File: src/rtl/raster_engine_pkg.sv
// Shared command encodings, FSM states and geometry helpers for the raster engine.
// The command decoder upstream uses the same cmd_e encodings.
package raster_engine_pkg;

  typedef enum logic [1:0] {
    CMD_CLEAR = 2'b00,
    CMD_PIXEL = 2'b01,
    CMD_LINE  = 2'b10,
    CMD_RECT  = 2'b11
  } cmd_e;

  typedef enum logic [2:0] {
    ST_IDLE,
    ST_PIXEL,
    ST_LINE,
    ST_RECT,
    ST_CLEAR
  } state_e;

  localparam int unsigned FB_DIM = 8;

  // Last covered coordinate of a span, computed 4-bit so it saturates at 7 instead of wrapping.
  function automatic logic [2:0] clip_end(input logic [2:0] origin, input logic [2:0] len);
    logic [3:0] last;
    last = {1'b0, origin} + {1'b0, len} - 4'd1;
    return (last > 4'd7) ? 3'd7 : last[2:0];
  endfunction

endpackage

File: src/rtl/raster_engine_line_stepper.sv
// Bresenham line datapath: load captures the endpoints, each step advances one pixel.
// at_end flags that (x,y) has reached the line end point.
module raster_engine_line_stepper (
  input  logic       clk,
  input  logic       rst_n,
  input  logic       load,
  input  logic       step,
  input  logic [2:0] x1,
  input  logic [2:0] y1,
  input  logic [2:0] x2,
  input  logic [2:0] y2,
  output logic       at_end,
  output logic [2:0] x,
  output logic [2:0] y
);

  logic [2:0]        x_q, y_q, xe_q, ye_q;
  logic signed [4:0] dx_q, dy_q, err_q, err_n;
  logic              sx_neg_q, sy_neg_q;
  logic [2:0]        adx, ady;
  logic signed [5:0] e2, dx_w, dy_w;
  logic              x_move, y_move;

  always_comb begin
    adx    = (x2 >= x1) ? (x2 - x1) : (x1 - x2);
    ady    = (y2 >= y1) ? (y2 - y1) : (y1 - y2);
    e2     = {err_q, 1'b0};
    dx_w   = {dx_q[4], dx_q};
    dy_w   = {dy_q[4], dy_q};
    x_move = (e2 >= dy_w);
    y_move = (e2 <= dx_w);
    err_n  = err_q + (x_move ? dy_q : 5'sd0) + (y_move ? dx_q : 5'sd0);
  end

  // NOTE: state uses non-blocking assignments so every register samples pre-edge values.
  always_ff @(posedge clk or negedge rst_n) begin
    if (!rst_n) begin
      x_q      <= '0;
      y_q      <= '0;
      xe_q     <= '0;
      ye_q     <= '0;
      dx_q     <= '0;
      dy_q     <= '0;
      err_q    <= '0;
      sx_neg_q <= 1'b0;
      sy_neg_q <= 1'b0;
    end else if (load) begin
      x_q      <= x1;
      y_q      <= y1;
      xe_q     <= x2;
      ye_q     <= y2;
      dx_q     <= $signed({2'b00, adx});
      dy_q     <= -$signed({2'b00, ady});
      err_q    <= $signed({2'b00, adx}) - $signed({2'b00, ady});
      sx_neg_q <= (x2 < x1);
      sy_neg_q <= (y2 < y1);
    end else if (step) begin
      if (x_move) x_q <= sx_neg_q ? (x_q - 3'd1) : (x_q + 3'd1);
      if (y_move) y_q <= sy_neg_q ? (y_q - 3'd1) : (y_q + 3'd1);
      err_q <= err_n;
    end
  end

  assign at_end = (x_q == xe_q) && (y_q == ye_q);
  assign x      = x_q;
  assign y      = y_q;

endmodule

File: src/rtl/raster_engine.sv
// Rasterizes decoded draw commands into an 8x8 1-bit framebuffer, one pixel
// (or one CLEAR row) per cycle, with a combinational row read port.
module raster_engine
  import raster_engine_pkg::*;
(
  input  logic       clk,
  input  logic       rst_n,
  input  logic       in_valid,
  input  logic [1:0] in_cmd,
  input  logic [2:0] in_x1,
  input  logic [2:0] in_y1,
  input  logic [2:0] in_x2,
  input  logic [2:0] in_y2,
  input  logic [2:0] in_width,
  input  logic [2:0] in_height,
  input  logic [2:0] rd_row,
  output logic [7:0] rd_data,
  output logic       busy,
  output logic       done,
  output logic       overrun
);

  state_e     state, state_n;
  logic [7:0] fb [FB_DIM];
  logic [2:0] rx, ry, x0, xe, ye;
  logic       rect_empty;
  logic       accept, finish, wr_en, clr_en, ls_load, ls_step, ls_at_end;
  logic [2:0] wr_x, wr_y, ls_x, ls_y;

  raster_engine_line_stepper u_line (
    .clk    (clk),
    .rst_n  (rst_n),
    .load   (ls_load),
    .step   (ls_step),
    .x1     (in_x1),
    .y1     (in_y1),
    .x2     (in_x2),
    .y2     (in_y2),
    .at_end (ls_at_end),
    .x      (ls_x),
    .y      (ls_y)
  );

  always_ff @(posedge clk or negedge rst_n) begin
    if (!rst_n) state <= ST_IDLE;
    else        state <= state_n;
  end

  // NOTE: every output of this block gets a default first, so no path can infer a latch.
  always_comb begin
    state_n = state;
    accept  = 1'b0;
    finish  = 1'b0;
    wr_en   = 1'b0;
    clr_en  = 1'b0;
    ls_load = 1'b0;
    ls_step = 1'b0;
    wr_x    = rx;
    wr_y    = ry;
    case (state)
      ST_IDLE: begin
        if (in_valid) begin
          accept = 1'b1;
          case (cmd_e'(in_cmd))
            CMD_CLEAR: state_n = ST_CLEAR;
            CMD_PIXEL: state_n = ST_PIXEL;
            CMD_LINE: begin
              state_n = ST_LINE;
              ls_load = 1'b1;
            end
            CMD_RECT:  state_n = ST_RECT;
          endcase
        end
      end
      ST_PIXEL: begin
        wr_en   = 1'b1;
        finish  = 1'b1;
        state_n = ST_IDLE;
      end
      ST_LINE: begin
        wr_en = 1'b1;
        wr_x  = ls_x;
        wr_y  = ls_y;
        if (ls_at_end) begin
          finish  = 1'b1;
          state_n = ST_IDLE;
        end else begin
          ls_step = 1'b1;
        end
      end
      ST_RECT: begin
        wr_en = !rect_empty;
        if (rect_empty || (rx == xe && ry == ye)) begin
          finish  = 1'b1;
          state_n = ST_IDLE;
        end
      end
      ST_CLEAR: begin
        clr_en = 1'b1;
        if (ry == 3'(FB_DIM - 1)) begin
          finish  = 1'b1;
          state_n = ST_IDLE;
        end
      end
      default: state_n = ST_IDLE;
    endcase
  end

  // Rect/clear counters: rx/ry also hold the PIXEL coordinate, ry doubles as the CLEAR row.
  always_ff @(posedge clk or negedge rst_n) begin
    if (!rst_n) begin
      rx         <= '0;
      ry         <= '0;
      x0         <= '0;
      xe         <= '0;
      ye         <= '0;
      rect_empty <= 1'b0;
    end else if (accept) begin
      rx         <= in_x1;
      x0         <= in_x1;
      ry         <= (cmd_e'(in_cmd) == CMD_CLEAR) ? 3'd0 : in_y1;
      xe         <= clip_end(in_x1, in_width);
      ye         <= clip_end(in_y1, in_height);
      rect_empty <= (in_width == 3'd0) || (in_height == 3'd0);
    end else if (state == ST_RECT && !rect_empty) begin
      if (rx == xe) begin
        rx <= x0;
        if (ry != ye) ry <= ry + 3'd1;
      end else begin
        rx <= rx + 3'd1;
      end
    end else if (state == ST_CLEAR && ry != 3'(FB_DIM - 1)) begin
      ry <= ry + 3'd1;
    end
  end

  // NOTE: the framebuffer is 64 discrete flops, not a RAM macro, so resetting it is legitimate.
  always_ff @(posedge clk or negedge rst_n) begin
    if (!rst_n) begin
      for (int r = 0; r < FB_DIM; r++) fb[r] <= '0;
    end else if (clr_en) begin
      fb[wr_y] <= '0;
    end else if (wr_en) begin
      fb[wr_y][wr_x] <= 1'b1;
    end
  end

  always_ff @(posedge clk or negedge rst_n) begin
    if (!rst_n) begin
      done    <= 1'b0;
      overrun <= 1'b0;
    end else begin
      done    <= finish;
      overrun <= in_valid && busy;
    end
  end

  assign busy    = (state != ST_IDLE);
  assign rd_data = fb[rd_row];

endmodule

File: config.mk
export PLATFORM = sky130hd
export DESIGN_NAME = raster_engine
export DESIGN_NICKNAME = d
export VERILOG_FILES = /design/src/rtl/raster_engine_pkg.sv /design/src/rtl/raster_engine_line_stepper.sv /design/src/rtl/raster_engine.sv
export SDC_FILE = /design/constraint.sdc
export NUM_CORES = 1
export LEC_CHECK = 0
export CAP_MARGIN = 20
export CELL_PAD_IN_SITES_DETAIL_PLACEMENT = 1
export CELL_PAD_IN_SITES_GLOBAL_PLACEMENT = 1
export CORE_MARGIN = 3
export CORE_UTILIZATION = 45
export DETAILED_ROUTE_END_ITERATION = 8
export GPL_TIMING_DRIVEN = 0
export PLACE_DENSITY_LB_ADDON = 0.1
export SLEW_MARGIN = 20
export SYNTH_ARGS = -nofsm -noshare
export SYNTH_HDL_FRONTEND = slang
export SYNTH_SLANG_ARGS = --single-unit
File: constraint.sdc
create_clock -name clk -period 3.67 [get_ports clk]
set_input_delay 0.5505 -clock clk [delete_from_list [all_inputs] [get_ports clk]]
set_output_delay 0.5505 -clock clk [all_outputs]
set_load 0.01 [all_outputs]
Word level (Yosys, flattened, before mapping). Index checks and enable logic that the tools add are counted.

Flip-flop bits (word level): 112. Logic and storage cells: 165.

Eq/ne operators: 20. $lt $le $gt $ge: 13. Multiplexer cells: 57. Add/sub/neg operators: 18. Reduce and logical (&&, ||, !) cells: 26. Bitwise logic cells: 5.

Operators by type and width (number): $mux W64 (2); $mux W3 (28); $and A64 B64 Y64 (1); $not A64 Y64 (1); $or A64 B64 Y64 (1); $demux W8 S3 (2); $mux W8 (4); $bmux W8 S3 (1); $pmux W3 S4 (2); $mux W5 (3); $add A3 B1 Y3 const B (4); $eq A3 B3 Y1 (4); $mux W1 (12); $sub A3 B3 Y3 (4); $add A5 B5 Y5 (2); $reduce_bool A2 Y1 (5); $logic_not A3 Y1 (3); $add A3 B3 Y4 (2); $ge A4 B4 Y1 const B (2); $gt A4 B3 Y1 const B (2); $ne A2 B2 Y1 const B (4); $not A3 Y4 (2); $sub A4 B1 Y4 const B (2); $logic_and A1 B1 Y1 (7); other kinds (29) (39).

Depth between registers and ports, before layout.
Word-level depth: 11. Mapped depth: 14.

Hierarchy. A second synthesis with hierarchy kept.

Cells, all modules: 688. Area total of the unflattened synthesis: 6816.5 um2.

By module, submodules not included: raster_engine (area an instance 4608.2 um2, cells an instance 455, instances 1); raster_engine_line_stepper (area an instance 2208.4 um2, cells an instance 233, instances 1).

Least setup slack after synthesis. No wires, ideal clock.

Kind: flip-flop to flip-flop. From: register u_line.err_q[2]. To: register u_line.err_q[2]. Period minus slack after synthesis: 3.151 ns. Data required time: 3.588 ns. Data arrival time: 3.069 ns. Slack: 0.519 ns. Library setup time: 0.082 ns. Stages on the path, launching flop included: 13. Path buffers: 0. Cell sequence: dfrtp_1 ha_1 a21oi_1 nor2_1 nor3_1 nand2b_1 fa_1 inv_1 ha_1 inv_1 fa_1 or2_2 a31oi_1.

Word-level cells in the longest chain between the ends: 6. Elaborated cells between the ends (all ways): 8. Classes of those cells: add/sub (2); order compare (2); mux (4).

RTL lines: from (decl) (RTL line raster_engine_line_stepper.sv:18) `logic signed [4:0] dx_q, dy_q, err_q, err_n;`; from (signal assigned) (RTL line raster_engine_line_stepper.sv:54) `err_q <= $signed({2'b00, adx}) - $signed({2'b00, ady});`; from (signal assigned) (RTL line raster_engine_line_stepper.sv:60) `err_q <= err_n;`; $ge A6 B5 Y1 (RTL line raster_engine_line_stepper.sv:30) `x_move = (e2 >= dy_w);`; $mux W5 (RTL line raster_engine_line_stepper.sv:32) `err_n = err_q + (x_move ? dy_q : 5'sd0) + (y_move ? dx_q : 5'sd0);`; $add A5 B5 Y5 (RTL line raster_engine_line_stepper.sv:32); $add A5 B5 Y5 (*) (RTL line raster_engine_line_stepper.sv:32); $mux W5 (*) (RTL line raster_engine_line_stepper.sv:57) `end else if (step) begin`; $mux W5 (*) (RTL line raster_engine_line_stepper.sv:47) `end else if (load) begin`.

Mark *: on every way between the ends. The rest lies on a longest branch, timed or not. The select of a mux whose other input is x is not followed. A chain may end at the register's enable or synchronous reset.

Worst setup path after layout.
From: input in_y1[0]. To: register u_line.err_q[2].

Word-level cells in the longest chain between the ends: 4. Elaborated cells between the ends (all ways): 6. Classes of those cells: add/sub (3); order compare (1); mux (2).

RTL lines: from (decl) (RTL line raster_engine.sv:11) `input logic [2:0] in_y1,`; $sub A3 B3 Y3 or $ge A3 B3 Y1 (tied branches) (RTL line raster_engine_line_stepper.sv:26) `ady = (y2 >= y1) ? (y2 - y1) : (y1 - y2);`; $mux W3 (*) (RTL line raster_engine_line_stepper.sv:26); $sub A3 B3 Y4 (*) (RTL line raster_engine_line_stepper.sv:54); $mux W5 (*) (RTL line raster_engine_line_stepper.sv:47).

Mark *: on every way between the ends. The rest lies on a longest branch, timed or not.

==> run metrics <==
overall routing resource usage=0.232; fraction of registers with async set or reset after synthesis=1.00; fraction of post-synthesis cell area in the top cell type by area=0.415; sequential standard cell area=2800 sq um; Final Hold Viols=0; multi-input logic area=3580 sq um; Seq/Total Area, Yosys=0.415; sw power=3.15 mW; share of power burned in combinational logic=0.536; antenna fix cells=0; cell area after synthesis=6750 sq um; max_slew headroom=0.368; sequential share of power=0.316; slew at the pin with the worst max-slew slack=941 ps; antenna viol nets, final=0; Initial Util=0.463; dominant register cell in the synthesized netlist=dfrtp_1; number of different library cells in the post-synthesis netlist=57; min cycle time layout=3380 ps; pin count of the biggest net entering global routing=61; CP Data Required Time=3960 ps; DRC violations left=0; Slew Viols, Final=0; worst path arrival time=3680 ps; total wirelength of the detailed-routed design=18.2 mm; Worst Hold Class=input port to async pin; Die Wd=129 um; flip-flop and latch count after synthesis=112; post-route fraction of the period consumed by the critical path=0.922; number of buffers on the longest clock path=2; Routed WL per cell=20.0 um; EDFF count, synth=0; hold buffers post-CTS=0; die footprint=16500 sq um; placed insts=894; height of the die=129 um; row count=44; leakage=3.45 nW; average vias per placed instance=5.80; power per cell area=922 nW/um^2; final net count=795; clock root buffer=clkbuf_16; Yosys warning count=0; Post CTS Setup Buffer Count=0; Congestion Overflow GR=0; H-tree depth=3; result of the run=complete, no violations; syn_area_per_cell=9.99 sq um; detailed-placement wirelength estimate=14.0 mm; post-synthesis cell type with the largest combined area=dfrtp_1; Sum Neg Setup Slack=0 ps; initial detailed-routing violation count=294; clock network latency to the later pin of the worst-skew pair=360 ps; ratio of cells with drive above 1 in the final layout=0.106; Floorplan Core Area=14600 sq um; clock transition at the registers of the reported paths=80 ps; top cells by count, synth=dfrtp_1, nor2_1, inv_1; unrepaired setup endpoints after global routing=no; endpoints failing setup=0; Area Growth Syn to Fin=13.7%; biggest area contributors in the synthesized netlist=dfrtp_1, ha_1, mux4_2, a31oi_1, nor2_1; number of clock sinks=112; Syn Inst Count=676; Crit Path Max Fanout=4; leading cell type by number of instances after synthesis=dfrtp_1; number of antenna violations at the first check in global routing=0; Final GP Congestion=0.855; post-route insts no fill=910; Critical Setup Path Class=input port to register; CTS tree=built; Fmax=0.296 GHz; Filler cells=1638; setup skew after layout=9.81 ps; internal power of the cells=3.92 mW; net count after synthesis=750; Top-Level Pins=37; sw frac=0.445; CP Capture Type=register; setup slack on the worst flop-to-flop path=350 ps; number of global-route vias before repair=5798; number of CTS-inserted buffers=9; Clk network pwr share=0.148; Peak VDD IR=0.355 mV; input/output buffers=33; DRT Pass-1 Iters=4; first-pass GRT wire length=30.3 mm; count of maximum capacitance violations=0; startpoint kind of the worst setup timing path=input port; routed via count=5281
-- sequential cells by signal, summed over array words and instances, names as in the netlist, 3 cells and up --
signal        count
u_line.dy_q       5
u_line.y          3
xe                3
u_line.ye_q       3
u_line.dx_q       3
u_line.x          3
u_line.xe_q       3
fb               64
state             3
ry                3
ye                3
u_line.err_q      5
rx                3
x0                3
-- layout by cell type (no fill, tap or decap), types with 4 or more instances in the layout --
master and count:
nand2b_1 8, a22o_1 8, o21a_1 17, nor3_2 6, mux2_2 10, o211ai_1 7
inv_6 4, buf_2 9, xor2_1 8, a211oi_1 4, mux2i_2 4, clkbuf_16 9
dfrtp_1 112, clkbuf_1 17, nand3_1 12, mux2i_1 9, xnor2_1 16, buf_6 4
ha_1 35, fa_1 13, nor4_1 18, inv_1 62, o21ai_0 30, nor3_1 4
a21oi_1 17, and2_1 7, nand2_1 46, a31oi_1 51, nor2_1 71, a21o_1 7
clkdlybuf4s50_1 32, or3_1 4, mux4_2 16
-- power by group through the flow --
stage,sequential (mW),clock (mW),combinational (mW)
2_1_floorplan,2.09,0,2.75
3_3_place_gp,2.22,0,3.53
3_5_place_dp,2.25,0,3.75
5_1_grt,2.31,1.12,4.26
4_1_cts,2.23,1.07,3.81
6_report,2.23,1.05,3.80
-- per-layer routing --
| metal | GRT usage | share of wire | vias up |
|---|---|---|---|
| li1 | - | - | 2499 |
| met4 | 0.0828 | 0.019 | 0 |
| met1 | 0.296 | 0.44 | 2687 |
| met3 | 0.0212 | 0.024 | 20 |
| met5 | 0 | 0 | - |
| met2 | 0.413 | 0.52 | 75 |
-- worst max-delay path, cell delays in order --
cell and delay [ps]:
clkdlybuf4s50_1 590, inv_1 120, ha_1 400, nand2b_1 200
a21o_1 190, a21oi_1 200, mux2i_2 400, inv_1 120
fa_1 460, xnor2_1 230, nor2_1 80, a31oi_1 130
-- worst paths after layout --
path	to	depth (start not counted)	startpoint
max	u_line.err_q[2]$_DFFE_PN0P_	12	in_y1[0]
min	fb[15]$_DFFE_PN0P_	1	rst_n
min reg2reg	x0[1]$_DFFE_PN0P_	2	x0[1]$_DFFE_PN0P_
max reg2reg	u_line.err_q[4]$_DFFE_PN0P_	14	u_line.dy_q[4]$_DFFE_PN0P_
min in group clk	x0[1]$_DFFE_PN0P_	2	x0[1]$_DFFE_PN0P_
max in group asynchronous	fb[52]$_DFFE_PN0P_	2	rst_n
-- cell families (layout without fill, tap and decap cells) --
kind of cell,Yosys count,in the layout,synth area share
and+or+nand+nor,194,194,0.141
AOI/OAI and AO/OA,162,162,0.157
DFF,112,112,0.415
buffers and inverters,95,145,0.0585
adders and majority gates,48,48,0.103
muxes,41,41,0.0943
xor gates and xnor gates,24,24,0.0311
-- repair_timing --
action                                  4_1_cts  5_1_grt
pin swaps                                     0        0
resized for setup                             1        3
endpoints found under the setup margin        2        2
-- cell type report --
| type | instances | area share |
|---|---|---|
| clock buffer | 10 | 0.0311 |
| buffer | 33 | 0.0212 |
| multi-input combinational | 469 | 0.466 |
| sequential | 112 | 0.365 |
| clock inverter | 6 | 0.00945 |
| tap | 184 | 0.0300 |
| timing repair buffer | 34 | 0.0468 |
| inverter | 62 | 0.0303 |
-- per-stage QoR --
stage | instance area (sq um) | util | power, mW | hold WS (ps) | setup WS [ps]
3_5_place_dp | 7340 | 0.503 | 6.00 | 479 | -197
4_1_cts | 7660 | 0.525 | 7.11 | 153 | 184
2_1_floorplan | 6750 | - | 4.84 | 255 | 519
6_report | 7680 | 0.526 | 7.08 | 135 | 286
3_3_place_gp | 7310 | 0.501 | 5.75 | 465 | -2200
5_1_grt | 7680 | 0.526 | 7.69 | 175 | 49.1
Power figures use the tool's default switching activity.
